$ cat config.mk
export PLATFORM = sky130hd
export DESIGN_NAME = game_controller
export DESIGN_NICKNAME = d
export VERILOG_FILES = /design/src/rtl/game_pkg.sv /design/src/rtl/score_counter.sv /design/src/rtl/game_controller.sv
export SDC_FILE = /design/constraint.sdc
export NUM_CORES = 1
export LEC_CHECK = 0
export CORE_MARGIN = 4
export CORE_UTILIZATION = 53
export CTS_CLUSTER_DIAMETER = 200
export DETAILED_ROUTE_END_ITERATION = 10
export PLACE_DENSITY = 0.87
export SLEW_MARGIN = 20
export SYNTH_ARGS = -nofsm -noshare
export SYNTH_HDL_FRONTEND = slang
export SYNTH_SLANG_ARGS = --single-unit
$ cat constraint.sdc
create_clock -name clk -period 2.2 [get_ports clk]
set_clock_uncertainty 0.1 [all_clocks]
set_input_delay 0.55 -clock clk [delete_from_list [all_inputs] [get_ports clk]]
set_output_delay 0.55 -clock clk [all_outputs]
set_load 0.01 [all_outputs]
$ cat src/rtl/game_pkg.sv
// Shared types for the jetpack runner: externally visible game state,
// the controller's internal FSM encoding and the difficulty ceiling.
package game_pkg;

    typedef enum logic [1:0] {
        GS_MENU = 2'b00,
        GS_PLAY = 2'b01,
        GS_OVER = 2'b10
    } game_state_t;

    typedef enum logic [1:0] {
        ST_MENU = 2'b00,
        ST_PLAY = 2'b01,
        ST_HOLD = 2'b10,
        ST_OVER = 2'b11
    } fsm_state_t;

    localparam int unsigned LEVEL_MAX = 3;

    // HOLD and OVER look identical to downstream blocks.
    function automatic game_state_t to_game_state(input fsm_state_t st);
        case (st)
            ST_PLAY:          return GS_PLAY;
            ST_HOLD, ST_OVER: return GS_OVER;
            default:          return GS_MENU;
        endcase
    endfunction

endpackage

$ cat src/rtl/score_counter.sv
// Distance score: divides frame ticks by SCORE_DIV and counts points,
// saturating at all-ones.
module score_counter import game_pkg::*; #(
    parameter int unsigned SCORE_W   = 16,
    parameter int unsigned SCORE_DIV = 4
) (
    input  logic               clk,
    input  logic               clear,
    input  logic               enable,
    input  logic               frame_tick,
    output logic [SCORE_W-1:0] score
);

    localparam int unsigned DIV_W = (SCORE_DIV > 1) ? $clog2(SCORE_DIV) : 1;

    logic [DIV_W-1:0] div_cnt;

    always_ff @(posedge clk) begin
        if (clear) begin
            div_cnt <= '0;
            score   <= '0;
        end else if (enable && frame_tick) begin
            if (div_cnt == DIV_W'(SCORE_DIV - 1)) begin
                div_cnt <= '0;
                if (score != '1)
                    score <= score + 1'b1;
            end else begin
                div_cnt <= div_cnt + 1'b1;
            end
        end
    end

endmodule

$ cat src/rtl/game_controller.sv
// Top-level game sequencer: start/collision FSM with post-death lockout,
// session high score and difficulty level.
module game_controller import game_pkg::*; #(
    parameter int unsigned SCORE_W        = 16,
    parameter int unsigned SCORE_DIV      = 4,
    parameter int unsigned LOCKOUT_FRAMES = 60,
    parameter int unsigned LEVEL_SHIFT    = 8
) (
    input  logic               clk,
    input  logic               reset,
    input  logic               start,
    input  logic               frame_tick,
    input  logic               hit,
    output logic [1:0]         game_state,
    output logic [SCORE_W-1:0] score,
    output logic [SCORE_W-1:0] high_score,
    output logic [1:0]         level,
    output logic               new_high,
    output logic               run_start
);

    localparam int unsigned LOCK_W = $clog2(LOCKOUT_FRAMES + 1);

    fsm_state_t         state;
    fsm_state_t         state_next;
    logic               start_q;
    logic               press;
    logic               launch;
    logic               score_clear;
    logic               score_en;
    logic [LOCK_W-1:0]  lock_cnt;
    logic [SCORE_W-1:0] level_raw;

    assign press       = start & ~start_q;
    assign score_clear = reset | launch;
    // A hit on a scoring tick must not add a point.
    assign score_en    = (state == ST_PLAY) && !hit;

    always_comb begin
        state_next = state;
        launch     = 1'b0;
        case (state)
            ST_MENU, ST_OVER: begin
                if (press) begin
                    state_next = ST_PLAY;
                    launch     = 1'b1;
                end
            end
            ST_PLAY: begin
                if (hit)
                    state_next = ST_HOLD;
            end
            ST_HOLD: begin
                if (frame_tick && lock_cnt == LOCK_W'(1))
                    state_next = ST_OVER;
            end
            default: state_next = ST_MENU;
        endcase
    end

    always_ff @(posedge clk) begin
        if (reset) begin
            state      <= ST_MENU;
            game_state <= GS_MENU;
            start_q    <= 1'b0;
            lock_cnt   <= '0;
            high_score <= '0;
            new_high   <= 1'b0;
            run_start  <= 1'b0;
        end else begin
            state      <= state_next;
            game_state <= to_game_state(state_next);
            start_q    <= start;
            run_start  <= launch;
            if (launch)
                new_high <= 1'b0;
            if (state == ST_PLAY && hit) begin
                lock_cnt <= LOCK_W'(LOCKOUT_FRAMES);
                if (score > high_score) begin
                    high_score <= score;
                    new_high   <= 1'b1;
                end
            end else if (state == ST_HOLD && frame_tick) begin
                lock_cnt <= lock_cnt - 1'b1;
            end
        end
    end

    score_counter #(
        .SCORE_W   (SCORE_W),
        .SCORE_DIV (SCORE_DIV)
    ) u_score (
        .clk        (clk),
        .clear      (score_clear),
        .enable     (score_en),
        .frame_tick (frame_tick),
        .score      (score)
    );

    always_comb begin
        level_raw = score >> LEVEL_SHIFT;
        level     = (level_raw >= SCORE_W'(LEVEL_MAX)) ? 2'(LEVEL_MAX) : level_raw[1:0];
    end

endmodule
== Word-level counts from Yosys, hierarchy flattened ==
Cells that the tools add are included.
W data, S select, Z words.

* Register bits: 47
* Bits of input ports: 5
* Output and inout port bits: 38
* Logic and storage cells: 54

* Add/subtract/negate cells: 3
* Order comparisons: 2
* Eq/ne operators: 9
* Mux-type cells: 14
* Bitwise logic cells: 3
* Reduce and logical (&&, ||, !) cells: 13

{| class="wikitable"
|+ Operator list
! kind !! count
|-
| $add A16 B1 Y16 const B || 1
|-
| $gt A16 B16 Y1 || 1
|-
| $ne A16 B16 Y1 const B || 1
|-
| $mux W6 || 2
|-
| $eq A2 B2 Y1 const B || 5
|-
| $mux W2 || 5
|-
| $ge A8 B2 Y1 const B || 1
|-
| $eq A6 B1 Y1 const B || 1
|-
| $pmux W2 S3 || 1
|-
| $reduce_or A2 Y1 || 3
|-
| $sub A6 B1 Y6 const B || 1
|-
| $logic_and A1 B1 Y1 || 5
|-
| $mux W1 || 5
|-
| $eq A2 B1 Y1 const B || 2
|-
| $pmux W2 S2 || 1
|-
| $reduce_and A3 Y1 || 1
|-
| $add A2 B1 Y2 const B || 1
|-
| $logic_not A2 Y1 || 1
|-
| $reduce_and A2 Y1 || 1
|-
| $reduce_bool A2 Y1 || 1
|-
| $and A1 B1 Y1 || 1
|-
| $logic_not A1 Y1 || 1
|-
| $not A1 Y1 || 1
|-
| $or A1 B1 Y1 || 1
|}

== Logic depth before layout (Yosys ltp) ==
* Depth after elaboration: 7
* Mapped depth: 9

== Modules after synthesis ==
Synthesis repeated with hierarchy kept, for this count alone.

* Cell total of the unflattened synthesis: 299
* Area total of the unflattened synthesis: 2,577.5 sq um

{| class="wikitable"
|+ By module, submodules not included
! module !! instances !! cells an instance !! area each (sq um) !! sequential area each (sq um)
|-
| game_controller || 1 || 197 || 1,670.4 || 580.6
|-
| score_counter || 1 || 102 || 907.1 || 360.3
|}

== Worst setup path after synthesis ==
Ideal clock, no wire load.

* Kind: flip-flop to flip-flop
* Start point: register high_score[15]
* End point: register high_score[7]
* Data arrival time: 1,870 ps
* Data required time: 2,028 ps
* Slack: 158 ps
* Stages on the path, launching flop included: 10
* Path buffers: 2
* Cells stage by stage: dfxtp_1 inv_1 ha_1 nand4_1 nor3_1 a21boi_0 o31a_1 buf_6 buf_6 mux2i_1

* Cells in the longest elaborated chain, start to end: 2

{| class="wikitable"
|+ RTL lines
! item !! line !! RTL
|-
| start, declared || game_controller.sv:16 || <nowiki>output logic [SCORE_W-1:0] high_score,</nowiki>
|-
| start signal, assigned || game_controller.sv:80 || <nowiki>high_score <= score;</nowiki>
|-
| $gt A16 B16 Y1 || game_controller.sv:79 || <nowiki>if (score > high_score) begin</nowiki>
|-
| $reduce_and A2 Y1 (no source line) || - ||
|}

Every way passes these cells.
A chain may end at the register's enable or synchronous reset.

== Final worst setup path ==
* Start point: register high_score[15]
* End point: register high_score[13]

The elaborated chain is that of the path after synthesis.

==> qor.txt <==
Maxcap violations = 0
Antenna diodes = 0
Post-place setup slack = -0.0618 ns
Post-Syn Instances = 298
P_leak = 0.00129 uW
Clk Latency, worst-skew pair = 0.30 ns
CTS tree = yes
Worst R2R Path Depth = 9
Final GP Congestion = 0.815
H-tree depth = 2
Post-DP Area = 3170 sq um
DP HPWL = 4560 um
Tightest Hold Check Type = reg2reg
CP max stage cell = dfxtp_2
NumNets Final = 393
Layout cells sized above 1 = 15.8%
Vias in the first global route = 2,243
Synth cell types = 50
CTS Root Buffer Type = clkbuf_8
Largest net degree at the start of global routing = 34
Startpoint types = register
Number of flops mapped to enable cells by yosys = 0
Hold Path Stages = 2
Initial core utilization = 56.7%
First DRT Iteration DRCs = 143
CTS Sinks = 47
Max incr delay on CP = 0.35 ns
Routed WL = 6610 um
Cell Pwr Density = 441 nW/um^2
IO buf count = 42
Antenna-violating nets left = 0
CP max FO = 7
Commonest cells in the netlist = dfxtp_1 (47), nand2_1 (47), ha_1 (23), nor2_1 (23), inv_1 (21)
Minimum clock period = 2.18 ns
Sequential share of the synthesized area = 36.8%
Routed len/inst = 15.8 um
Worst endpoint data arrival time = 2.30 ns
Drt first pass iters = 5
Core box area = 4500 sq um
Critical Path, Cell by Cell = inv_1, ha_1, nand4_1, buf_4, a211oi_2, o31a_1, buf_4, clkbuf_16, mux2i_1
Final number of setup-violating endpoints = 0
Chip width = 77.4 um
Register-to-register setup slack = 0.02 ns
Worst-path clk slew = 0.09 ns
Fmax = 459 MHz
Slew of the pin with the lowest slew margin = 0.441 ns
Total vias in the final route = 2,396
Most frequent CP cell = buf_4
Bufs and invs on worst path = 4
Slew HR = 70.4%
Final-report max-slew violation count = 0
Top-Level Pins = 43
First-pass GRT wire length = 10,300 um
Yosys top cell by area = dfxtp_1
Main synth FF type = dfxtp_1
Post-synth ARST share = 0%
Die ar. = 5990 sq um
Cts bufs inserted = 5
Clock Path Buffers = 2
RSZ-0062 raised after global routing = true
Peak VDD IR = 325 uV
Crit path depth = 9
Synth area leaders = dfxtp_1 (37%), ha_1 (11%), mux2i_1 (7.1%), nand2_1 (6.9%), nor2_1 (3.4%)
Synth Register Bits = 47
CTS hold repair buffers = 0
DRC violations left = 0
Critical path class = reg2reg
Tot GR Track Use = 21.1%
Worst Path Required = 2.32 ns
Status = completed
Syn nets = 326
Worst Setup Slack, final = 0.0213 ns
Fin crit share = 99.0%
Setup crit end kind = register
Initial antenna violation count = 0
Die height = 77.4 um
Synth Cell Area = 2550 sq um
Synthesis warning total = 0
Routed vias/inst = 5.73
Final instance area = 3370 sq um
Syn Area/Cell = 8.57 sq um
Synthesis-to-finish area growth = 31.8%
Total gr overflow = 0
Delay-heaviest family, CP = buffers and inverters
Final Hold Vio Count = 0
Site row count = 24
Share of the synthesized area in the top cell type = 36.8%
per-stage QoR:
stage / util [%] / hold slack, ns / TNS, ns / power (uW) / std cells
after floorplan: - / 0.368 / 0 / 954 / 298
after global placement: 70.3 / 0.356 / -0.0207 / 993 / 405
after detailed placement: 70.3 / 0.365 / -0.350 / 996 / 405
after CTS: 72.5 / 0.380 / 0 / 1490 / 413
after global routing: 74.8 / 0.390 / -1.40 / 1540 / 418
final: 74.8 / 0.374 / 0 / 1490 / 418
cells in the final DEF, fill, tap and decap left out, types with 9 or more instances in the layout:
cell	netlist	routed
a21oi_1	17	17
buf_4	1	27
clkdlybuf4s50_1	0	40
dfxtp_1	47	39
ha_1	23	22
inv_1	21	21
mux2i_1	18	18
nand2_1	47	47
nand3_1	9	9
nor2_1	23	23
xor2_1	9	9
report_power, final:
group	leakage (uW)	switching, uW	total, uW	internal [uW]
sequential	0.000384	10.4	875	864
combinational	0.000867	57.7	102	44.4
clock	0.0000422	285	508	224
worst register-to-register path, stage by stage, from the launching register on:
cell       delay (ns)
dfxtp_2          0.35
inv_1            0.05
ha_1             0.31
nand4_1          0.21
buf_4            0.21
a211oi_2         0.23
o31a_1           0.17
buf_4            0.15
clkbuf_16        0.17
mux2i_1          0.17
cells by family after synthesis:
family	count (synthesis)	share of synthesized area [%]
AND/OR/NAND/NOR	121	23.8
flip-flops	47	36.8
adder cells (fa/ha/maj)	23	11.3
buffers and inverters	33	5.73
multiplexers	18	7.06
XOR/XNOR	13	4.46
AO/OA/AOI/OAI	43	10.8
timing repair:
| item | in CTS | in global routing |
|---|---|---|
| pin swaps | 2 | 4 |
| setup endpoints to repair | 17 | 20 |
| setup buffers | 0 | 4 |
| gates cloned | 0 | 1 |
| gates resized for setup | 5 | 15 |
state kept, by name (all words and copies together), names as in the netlist:
name	flops
run_start	1
game_state	2
high_score	16
start_q	1
lock_cnt	6
u_score.score	16
u_score.div_cnt	2
state	2
new_high	1
path summary, 6_finish.rpt:
check | startpoint | end
hold reg to reg | high_score[14]$_SDFFE_PP0P_ | high_score[14]$_SDFFE_PP0P_
setup / recovery | high_score[15]$_SDFFE_PP0P_ | high_score[13]$_SDFFE_PP0P_
hold / removal | high_score[14]$_SDFFE_PP0P_ | high_score[14]$_SDFFE_PP0P_
setup reg to reg | high_score[15]$_SDFFE_PP0P_ | high_score[13]$_SDFFE_PP0P_
per-layer routing:
metal  global-route usage (%)  vias up  wire (um)
met5                        0        -          0
met4                     6.41        0        136
met3                     4.63       17        351
met2                     38.5       86       3350
met1                     24.6     1126       2770
li1                         -     1167          -
final cells by class:
type,instances,area (sq um)
Inverter,22,82.6
Tap cell,52,65.1
Sequential cell,47,951
Timing Repair Buffer,71,667
Multi-Input combinational cell,218,1520
Fill cell,337,1140
Clock buffer,7,76.3
Clock inverter,1,5.00
Power figures use the tool's default switching activity.
